`src/rtl/core_sequencer.sv`:
```
// Multi-cycle instruction sequencer for the RV32 datapath: FETCH/DECODE/EXEC/MEM/WB
// with req/ack memory handshakes, a wait watchdog and a retire counter.
module core_sequencer #(
   parameter int MEM_TIMEOUT = 15,
   parameter int CNT_W       = 32
) (
   input  logic             clk,
   input  logic             reset,
   input  logic             run,
   input  logic [6:0]       opcode,
   input  logic             br_taken,
   input  logic             imem_ack,
   input  logic             dmem_ack,
   output logic             imem_req,
   output logic             dmem_req,
   output logic             dmem_we,
   output logic             ir_we,
   output logic             pc_we,
   output logic [1:0]       pc_sel,
   output logic             reg_we,
   output logic             busy,
   output logic             fault,
   output logic [2:0]       state,
   output logic [CNT_W-1:0] retire_count
);

   typedef enum logic [2:0] {
      S_IDLE    = 3'd0,
      S_FETCH   = 3'd1,
      S_DECODE  = 3'd2,
      S_EXEC    = 3'd3,
      S_MEM     = 3'd4,
      S_WB      = 3'd5,
      S_FAULT   = 3'd6,
      S_ILLEGAL = 3'd7
   } state_t;

   localparam logic [6:0] OP_R     = 7'b0110011;
   localparam logic [6:0] OP_I     = 7'b0010011;
   localparam logic [6:0] OP_LUI   = 7'b0110111;
   localparam logic [6:0] OP_AUIPC = 7'b0010111;
   localparam logic [6:0] OP_LOAD  = 7'b0000011;
   localparam logic [6:0] OP_STORE = 7'b0100011;
   localparam logic [6:0] OP_BR    = 7'b1100011;
   localparam logic [6:0] OP_JAL   = 7'b1101111;
   localparam logic [6:0] OP_JALR  = 7'b1100111;

   localparam logic [7:0] TMO_LAST = 8'(MEM_TIMEOUT - 1);

   function automatic logic is_supported(input logic [6:0] op);
      case (op)
         OP_R, OP_I, OP_LUI, OP_AUIPC, OP_LOAD,
         OP_STORE, OP_BR, OP_JAL, OP_JALR: is_supported = 1'b1;
         default:                          is_supported = 1'b0;
      endcase
   endfunction

   state_t           state_r;
   logic [6:0]       opcode_r;
   logic [1:0]       pc_sel_r;
   logic [7:0]       tmo_r;
   logic             fault_r;
   logic [CNT_W-1:0] retire_r;

   logic             imem_req_s;
   logic             dmem_req_s;
   logic             dmem_we_s;
   logic             ir_we_s;
   logic             pc_we_s;
   logic [1:0]       pc_sel_s;
   logic             reg_we_s;

   // Mealy strobe decode from current state, latched opcode and acks
   always_comb begin
      imem_req_s = 1'b0;
      dmem_req_s = 1'b0;
      dmem_we_s  = 1'b0;
      ir_we_s    = 1'b0;
      pc_we_s    = 1'b0;
      pc_sel_s   = 2'b00;
      reg_we_s   = 1'b0;
      case (state_r)
         S_FETCH: begin
            imem_req_s = 1'b1;
            if (imem_ack) ir_we_s = 1'b1;
            else          ir_we_s = 1'b0;
         end
         S_EXEC: begin
            if (opcode_r == OP_BR) begin
               pc_we_s  = 1'b1;
               pc_sel_s = br_taken ? 2'b01 : 2'b00;
            end else begin
               pc_we_s  = 1'b0;
            end
         end
         S_MEM: begin
            dmem_req_s = 1'b1;
            dmem_we_s  = (opcode_r == OP_STORE);
            if (dmem_ack && (opcode_r == OP_STORE)) pc_we_s = 1'b1;
            else                                    pc_we_s = 1'b0;
         end
         S_WB: begin
            reg_we_s = 1'b1;
            pc_we_s  = 1'b1;
            pc_sel_s = pc_sel_r;
         end
         default: pc_sel_s = 2'b00;
      endcase
   end

   // Strobes are forced low while reset is being sampled
   assign imem_req     = imem_req_s & ~reset;
   assign dmem_req     = dmem_req_s & ~reset;
   assign dmem_we      = dmem_we_s  & ~reset;
   assign ir_we        = ir_we_s    & ~reset;
   assign pc_we        = pc_we_s    & ~reset;
   assign pc_sel       = pc_sel_s   & {2{~reset}};
   assign reg_we       = reg_we_s   & ~reset;
   assign busy         = (state_r != S_IDLE) && (state_r != S_FAULT);
   assign fault        = fault_r;
   assign state        = state_r;
   assign retire_count = retire_r;

   // Sequencer state, watchdog, latched decode info and retire counter
   always_ff @(posedge clk) begin
      if (reset) begin
         state_r  <= S_IDLE;
         opcode_r <= 7'd0;
         pc_sel_r <= 2'b00;
         tmo_r    <= 8'd0;
         fault_r  <= 1'b0;
         retire_r <= '0;
      end else begin
         if (pc_we_s) retire_r <= retire_r + CNT_W'(1);
         else         retire_r <= retire_r;

         case (state_r)
            S_IDLE: begin
               tmo_r <= 8'd0;
               if (run) state_r <= S_FETCH;
               else     state_r <= S_IDLE;
            end
            S_FETCH: begin
               if (imem_ack) begin
                  state_r <= S_DECODE;
               end else if (tmo_r == TMO_LAST) begin
                  state_r <= S_FAULT;
                  fault_r <= 1'b1;
               end else begin
                  tmo_r   <= tmo_r + 8'd1;
               end
            end
            S_DECODE: begin
               opcode_r <= opcode;
               if (is_supported(opcode)) begin
                  state_r <= S_EXEC;
               end else begin
                  state_r <= S_FAULT;
                  fault_r <= 1'b1;
               end
            end
            S_EXEC: begin
               case (opcode_r)
                  OP_LOAD, OP_STORE: begin
                     tmo_r   <= 8'd0;
                     state_r <= S_MEM;
                  end
                  OP_BR: begin
                     tmo_r   <= 8'd0;
                     state_r <= run ? S_FETCH : S_IDLE;
                  end
                  OP_JAL: begin
                     pc_sel_r <= 2'b01;
                     state_r  <= S_WB;
                  end
                  OP_JALR: begin
                     pc_sel_r <= 2'b10;
                     state_r  <= S_WB;
                  end
                  default: begin
                     pc_sel_r <= 2'b00;
                     state_r  <= S_WB;
                  end
               endcase
            end
            S_MEM: begin
               if (dmem_ack) begin
                  if (opcode_r == OP_STORE) begin
                     tmo_r   <= 8'd0;
                     state_r <= run ? S_FETCH : S_IDLE;
                  end else begin
                     pc_sel_r <= 2'b00;
                     state_r  <= S_WB;
                  end
               end else if (tmo_r == TMO_LAST) begin
                  state_r <= S_FAULT;
                  fault_r <= 1'b1;
               end else begin
                  tmo_r   <= tmo_r + 8'd1;
               end
            end
            S_WB: begin
               tmo_r   <= 8'd0;
               state_r <= run ? S_FETCH : S_IDLE;
            end
            S_FAULT: begin
               fault_r <= 1'b1;
               state_r <= S_FAULT;
            end
            default: begin
               fault_r <= 1'b1;
               state_r <= S_FAULT;
            end
         endcase
      end
   end

endmodule

```
`config.mk`:
```
export PLATFORM = sky130hd
export DESIGN_NAME = core_sequencer
export DESIGN_NICKNAME = d
export VERILOG_FILES = /design/src/rtl/core_sequencer.sv
export SDC_FILE = /design/constraint.sdc
export NUM_CORES = 1
export LEC_CHECK = 0
export BUFFER_PORTS_ARGS = -buffer_cell sky130_fd_sc_hd__buf_4
export CAP_MARGIN = 20
export CORE_ASPECT_RATIO = 1.1
export CORE_MARGIN = 5
export CORE_UTILIZATION = 30
export CTS_CLUSTER_DIAMETER = 80
export CTS_CLUSTER_SIZE = 28
export DETAILED_ROUTE_END_ITERATION = 8
export PLACE_DENSITY = 0.5
export SLEW_MARGIN = 20
export SYNTH_ARGS = -nofsm -noshare
export SYNTH_HDL_FRONTEND = slang
export SYNTH_SLANG_ARGS = --single-unit
```
`constraint.sdc`:
```
create_clock -name clk -period 3.5 [get_ports clk]
set_input_delay 0.525 -clock clk [delete_from_list [all_inputs] [get_ports clk]]
set_output_delay 0.525 -clock clk [all_outputs]
set_load 0.005 [all_outputs]
```
-- Word level (Yosys, flattened, before mapping)
Cells that the tools add are included.
- bits in registers: 53
- bits in latches: 0
- bits in writable memories: 0
- memory bits (read-only): 0
- input port bits: 13
- memories: 0
- add/subtract/negate cells: 2
- multipliers: 0
- div/mod/pow operators: 0
- magnitude comparators: 0
- equal/unequal tests: 29
- shifts and indexed selects: 0
- mux-type cells: 38
- bitwise logic cells: 9
- reductions and logical operators: 14
- operators by type and width (kind ; number):
    == test 7 bit (second input constant) ; 6
    two-way mux 8 bit ; 5
    adder 32 x 1 -> 32 bit (second input constant) ; 1
    one-hot mux 8 bit (4 select lines) ; 1
    == test 7 x 6 -> 1 bit (second input constant) ; 4
    two-way mux 1 bit ; 18
    two-way mux 3 bit ; 5
    one-hot mux 3 bit (5 select lines) ; 1
    == test 7 x 2 -> 1 bit (second input constant) ; 2
    == test 7 x 5 -> 1 bit (second input constant) ; 2
    != test 2 bit (second input constant) ; 7
    AND reduction 4 bit ; 3
    OR reduction 9 bit ; 1
    adder 8 x 1 -> 8 bit (second input constant) ; 1
    == test 8 x 4 -> 1 bit (second input constant) ; 1
    one-hot mux 2 bit (2 select lines) ; 2
    bitwise AND 1 bit ; 6
    == test 3 x 2 -> 1 bit (second input constant) ; 2
    == test 3 bit (second input constant) ; 2
    != test 3 bit (second input constant) ; 2
    one-hot mux 2 bit (3 select lines) ; 1
    one-hot mux 3 bit (2 select lines) ; 1
    OR reduction 3 bit ; 2
    two-way mux 2 bit ; 2
    other kinds (11) ; 14

-- Logic depth before layout (Yosys ltp)
- word-level depth: 7
- mapped depth: 8
- depth with buffers taken out: 6

-- Worst setup path before layout
Ideal clock, no wire load.
- path type: input to output
- start point: in dmem_ack
- end point: out pc_we
- data arrival time: 1.577 ns
- required time: 2.975 ns
- path slack: 1.398 ns
- cell stages on the path: 5
- cell sequence: and4bb_2 > nand4_2 > clkbuf_1 > clkbuf_1 > a21oi_1
- word-level cells in the longest chain between the ends: 4
- RTL lines (element ; RTL line ; source):
    start, declared ; 13 ; input logic dmem_ack,
    logical AND 1 bit ; 99 ; if (dmem_ack && (opcode_r == OP_STORE)) pc_we_s = 1'b1;
    two-way mux 1 bit ; 99 ;
    one-hot mux 1 bit (3 select lines) ; 82 ; case (state_r)
    bitwise AND 1 bit ; 116 ; assign pc_we = pc_we_s & ~reset;
    end, declared ; 18 ; output logic pc_we,
Every way passes these cells.

-- Worst setup path in the final report
- start point: reg state_r[2], in the netlist state[2]
- end point: out pc_we
- word-level cells in the longest chain between the ends: 3
- elaborated cells between the ends (all ways): 5
- those cells by class: eq/ne: 3; mux: 1; bitwise: 1
- RTL lines (element ; RTL line ; source):
    start, declared ; 58 ; state_t state_r;
    start signal, assigned ; 170 ; state_r <= run ? S_FETCH : S_IDLE;
    start signal, assigned ; 190 ; state_r <= run ? S_FETCH : S_IDLE;
    start signal, assigned ; 204 ; state_r <= run ? S_FETCH : S_IDLE;
    == test 3 bit / == test 3 x 2 -> 1 bit (equally long branches) ; 82 ;
    one-hot mux 1 bit (3 select lines) (*) ; 82 ;
    bitwise AND 1 bit (*) ; 116 ;
Every way passes the cells marked *; elsewhere a longest branch is shown, timed or not.

==> flow_metrics.py <==
metrics = {
    "status": {
        "status": "complete, no violations",
    },
    "yosys": {
        "synth-seq-cells": 53,
        "yosysWarnings": 0,
        "syn_area_um2": 2990,
        "yosysSeqAreaShare_pct": 35.5,
        "synth_edf_count": 0,
        "synth_cells": 360,
        "ys_async_sr_fraction_pct": 0,
        "synth_area_leader_cell": "dfxtp_1",
        "yosysMostFrequentCell": "dfxtp_1",
        "netlist-cell-type-count": 52,
        "syn-num-nets": 376,
        "syn_avg_cell_area_um2": 8.30,
        "yosysTopAreaCellShare_pct": 35.5,
        "synth.area.top_cells": "dfxtp_1 35%, xnor2_1 8.2%, nor2_1 6.3%",
        "synthTopCellsByCount": "53 x dfxtp_1, 50 x nor2_1, 30 x nand2_1",
        "synth_ff_type": "dfxtp_1",
    },
    "die": {
        "core_area_um2": 9790,
        "die_w_um": 105,
        "num_io_pins": 58,
        "fp.dieH_um": 115,
        "fp.dieArea_um2": 12100,
        "rows": 38,
        "initial_utilization_pct": 30.5,
    },
    "layout": {
        "fin_nets": 424,
        "multi_input_area_um2": 1800,
        "diodes": 0,
        "drive_gt1_share_pct": 21.8,
        "finalNonFillerCells": 529,
        "register_area_um2": 1060,
        "fillers": 1030,
        "area_delta_synth_final_pct": 21.7,
    },
    "sta": {
        "skew_ns": 0.0104,
        "tns_ns": 0,
        "fmax_ghz": 0.369,
        "rsz0062_at_grt": "false",
        "period_share_pct": 77.4,
        "setup_viol": 0,
        "hold_viol": 0,
        "final.min_clock_period_ns": 2.71,
        "maxSlewViolCount": 0,
        "slew_headroom_pct": 52.0,
        "max_slew.worst_pin.slew_ns": 0.721,
    },
    "setup_path": {
        "critical_path.cell_chain": "and4bb_2 -> nand4_2 -> buf_4 -> a21oi_1 -> buf_4",
        "path_class": "flop to primary output",
        "cp-end-kind": "primary output",
        "slowest_stage": "dfxtp_1",
        "critPathLaunchType": "flop",
        "rrSetupSlack_ns": 1.08,
        "cp.required_ns": 2.97,
        "reg2reg_to": "retire_count[14]",
        "r2r_start": "state[2]",
        "cp.arrival_ns": 2.19,
        "slowest_delay_ns": 0.59,
        "crit_top_cell": "buf_4",
        "crit_path_max_fanout": 15,
        "r2r_cells": 6,
    },
    "place": {
        "dp_hpwl_um": 5650,
        "finalWeightedCongestion": 0.757,
        "place_inst": 521,
        "portBuffers": 57,
    },
    "power": {
        "peakVddDrop_v": 0.000165,
        "power_per_cell_area_nw_per_um2": 337,
        "leakage_uw": 0.00127,
    },
    "clock_tree": {
        "cts_tree": "done",
        "cts_made_buffers": 5,
        "clk_path_buf_depth": 2,
        "cts.sinks": 53,
        "postCtsHoldBufs": 0,
        "cts-root-buf": "clkbuf_8",
        "ctsResizeCount": 0,
        "htree_num_levels": 2,
        "path_clk_slew_ns": 0.10,
        "cts_setup_buffers": 0,
        "clk_latency_ns": 0.31,
    },
    "global_route": {
        "use_met1_pct": 16.7,
        "first_global_vias": 2669,
        "grt_max_degree": 57,
        "gr-max-usage-layer": "met2",
        "use_met2_pct": 21.4,
        "grt_pass1_wl_um": 13000,
        "grt-ovfl-total": 0,
        "grt_usage_pct": 12.8,
        "gr-usage-met3_pct": 3.50,
        "antenna_found_initial": 0,
    },
    "min_path": {
        "hp-class": "input pin to flop",
        "min_to": "opcode_r[5]",
        "hold_depth": 3,
        "min_from": "opcode[5]",
    },
    "routing": {
        "wl_um": 7700,
        "wl_per_cell_um": 14.6,
        "ant_nets": 0,
        "drt_iter0_markers": 78,
        "num_vias": 2725,
        "vias_per_cell": 5.15,
        "drc": 0,
        "dr.pass1.iters": 4,
    },
    "flow_run": {
        "drv_cap": 0,
    },
}
[stage by stage]
stage	worst slack [ns]	hold WS, ns	util, %	cell area (µm²)	total power, µW
global route	0.625	0.461	37.1	3640	1290
floorplan	1.40	0.445	-	2990	744
CTS	0.746	0.437	37.1	3640	1250
detailed placement	1.07	0.451	35.9	3520	800
finish	0.789	0.454	37.1	3640	1230
global placement	1.08	0.447	35.9	3520	797
[critical path: cells and delay by family (launching register included)]
kind | cells | cell delay [ns]
simple gates | 2 | 0.69
compound gates | 1 | 0.17
flops | 1 | 0.59
buf+inv | 2 | 0.43
[cell families (layout without fill, tap and decap cells)]
| kind of cell | after synthesis | after routing | share of synthesized area (%) |
|---|---|---|---|
| adder cells (fa/ha/maj) | 3 | 3 | 1.26 |
| XOR/XNOR | 29 | 29 | 8.50 |
| multiplexers | 6 | 6 | 2.01 |
| AND/OR/NAND/NOR | 160 | 160 | 27.9 |
| buffers and inverters | 31 | 80 | 4.44 |
| AO/OA/AOI/OAI | 78 | 78 | 20.4 |
| flip-flops | 53 | 53 | 35.5 |
[power by group]
part | switching, µW | total (µW) | internal (µW)
clock network | 211 | 444 | 233
logic | 87.4 | 151 | 63.4
registers | 19.1 | 633 | 614
total | 317 | 1230 | 910
[cell type report]
| class | count | share of cell area [%] |
|---|---|---|
| well taps | 120 | 4.13 |
| clock inverters | 2 | 1.03 |
| repair buffers | 62 | 12.8 |
| inverters | 10 | 1.03 |
| flip-flops and latches | 53 | 29.2 |
| multi-input cells | 276 | 49.6 |
| clock buffers | 6 | 2.27 |
[metal layers]
| metal | part of all wire (%) | wire length (µm) | vias up |
|---|---|---|---|
| met2 | 47 | 3630 | 48 |
| li1 | - | - | 1401 |
| met4 | 0.52 | 40 | 0 |
| met1 | 48 | 3690 | 1272 |
| met5 | 0 | 0 | - |
| met3 | 4.4 | 339 | 4 |
[worst max path at each step]
| stage | from | to | slack, ns | depth (start not counted) |
|---|---|---|---|---|
| floorplan | dmem_ack | pc_we | 1.40 | 5 |
| global placement | dmem_ack | retire_count[14] | 1.08 | 7 |
| detailed placement | state[2] | retire_count[14] | 1.07 | 6 |
| CTS | state[2] | pc_we | 0.75 | 5 |
| global route | state[2] | pc_we | 0.62 | 5 |
| finish | state[2] | pc_we | 0.79 | 5 |
[state kept, by name (all words and copies together) (netlist names)]
signal	flops
retire_count	32
tmo_r	8
opcode_r	7
state	3
pc_sel_r	2
fault	1
[placed cells by master (no fill, tap or decap), types with 3 or more instances in the layout]
master / n
nand4_1: 9
dfxtp_1: 53
buf_4: 62
nor4_1: 3
mux2i_1: 6
nor3_1: 3
nor3b_1: 3
a31oi_1: 5
nor2_1: 50
inv_1: 10
and4_1: 7
nand2b_1: 4
clkbuf_8: 6
and3_1: 5
or3_1: 5
xnor2_1: 28
ha_1: 3
and2_1: 6
nand2_1: 30
a2111oi_2: 11
o21ai_0: 9
nand3_1: 20
a21oi_1: 22
nor2b_1: 4
a211oi_1: 11
(Power assumes the default switching activity.)
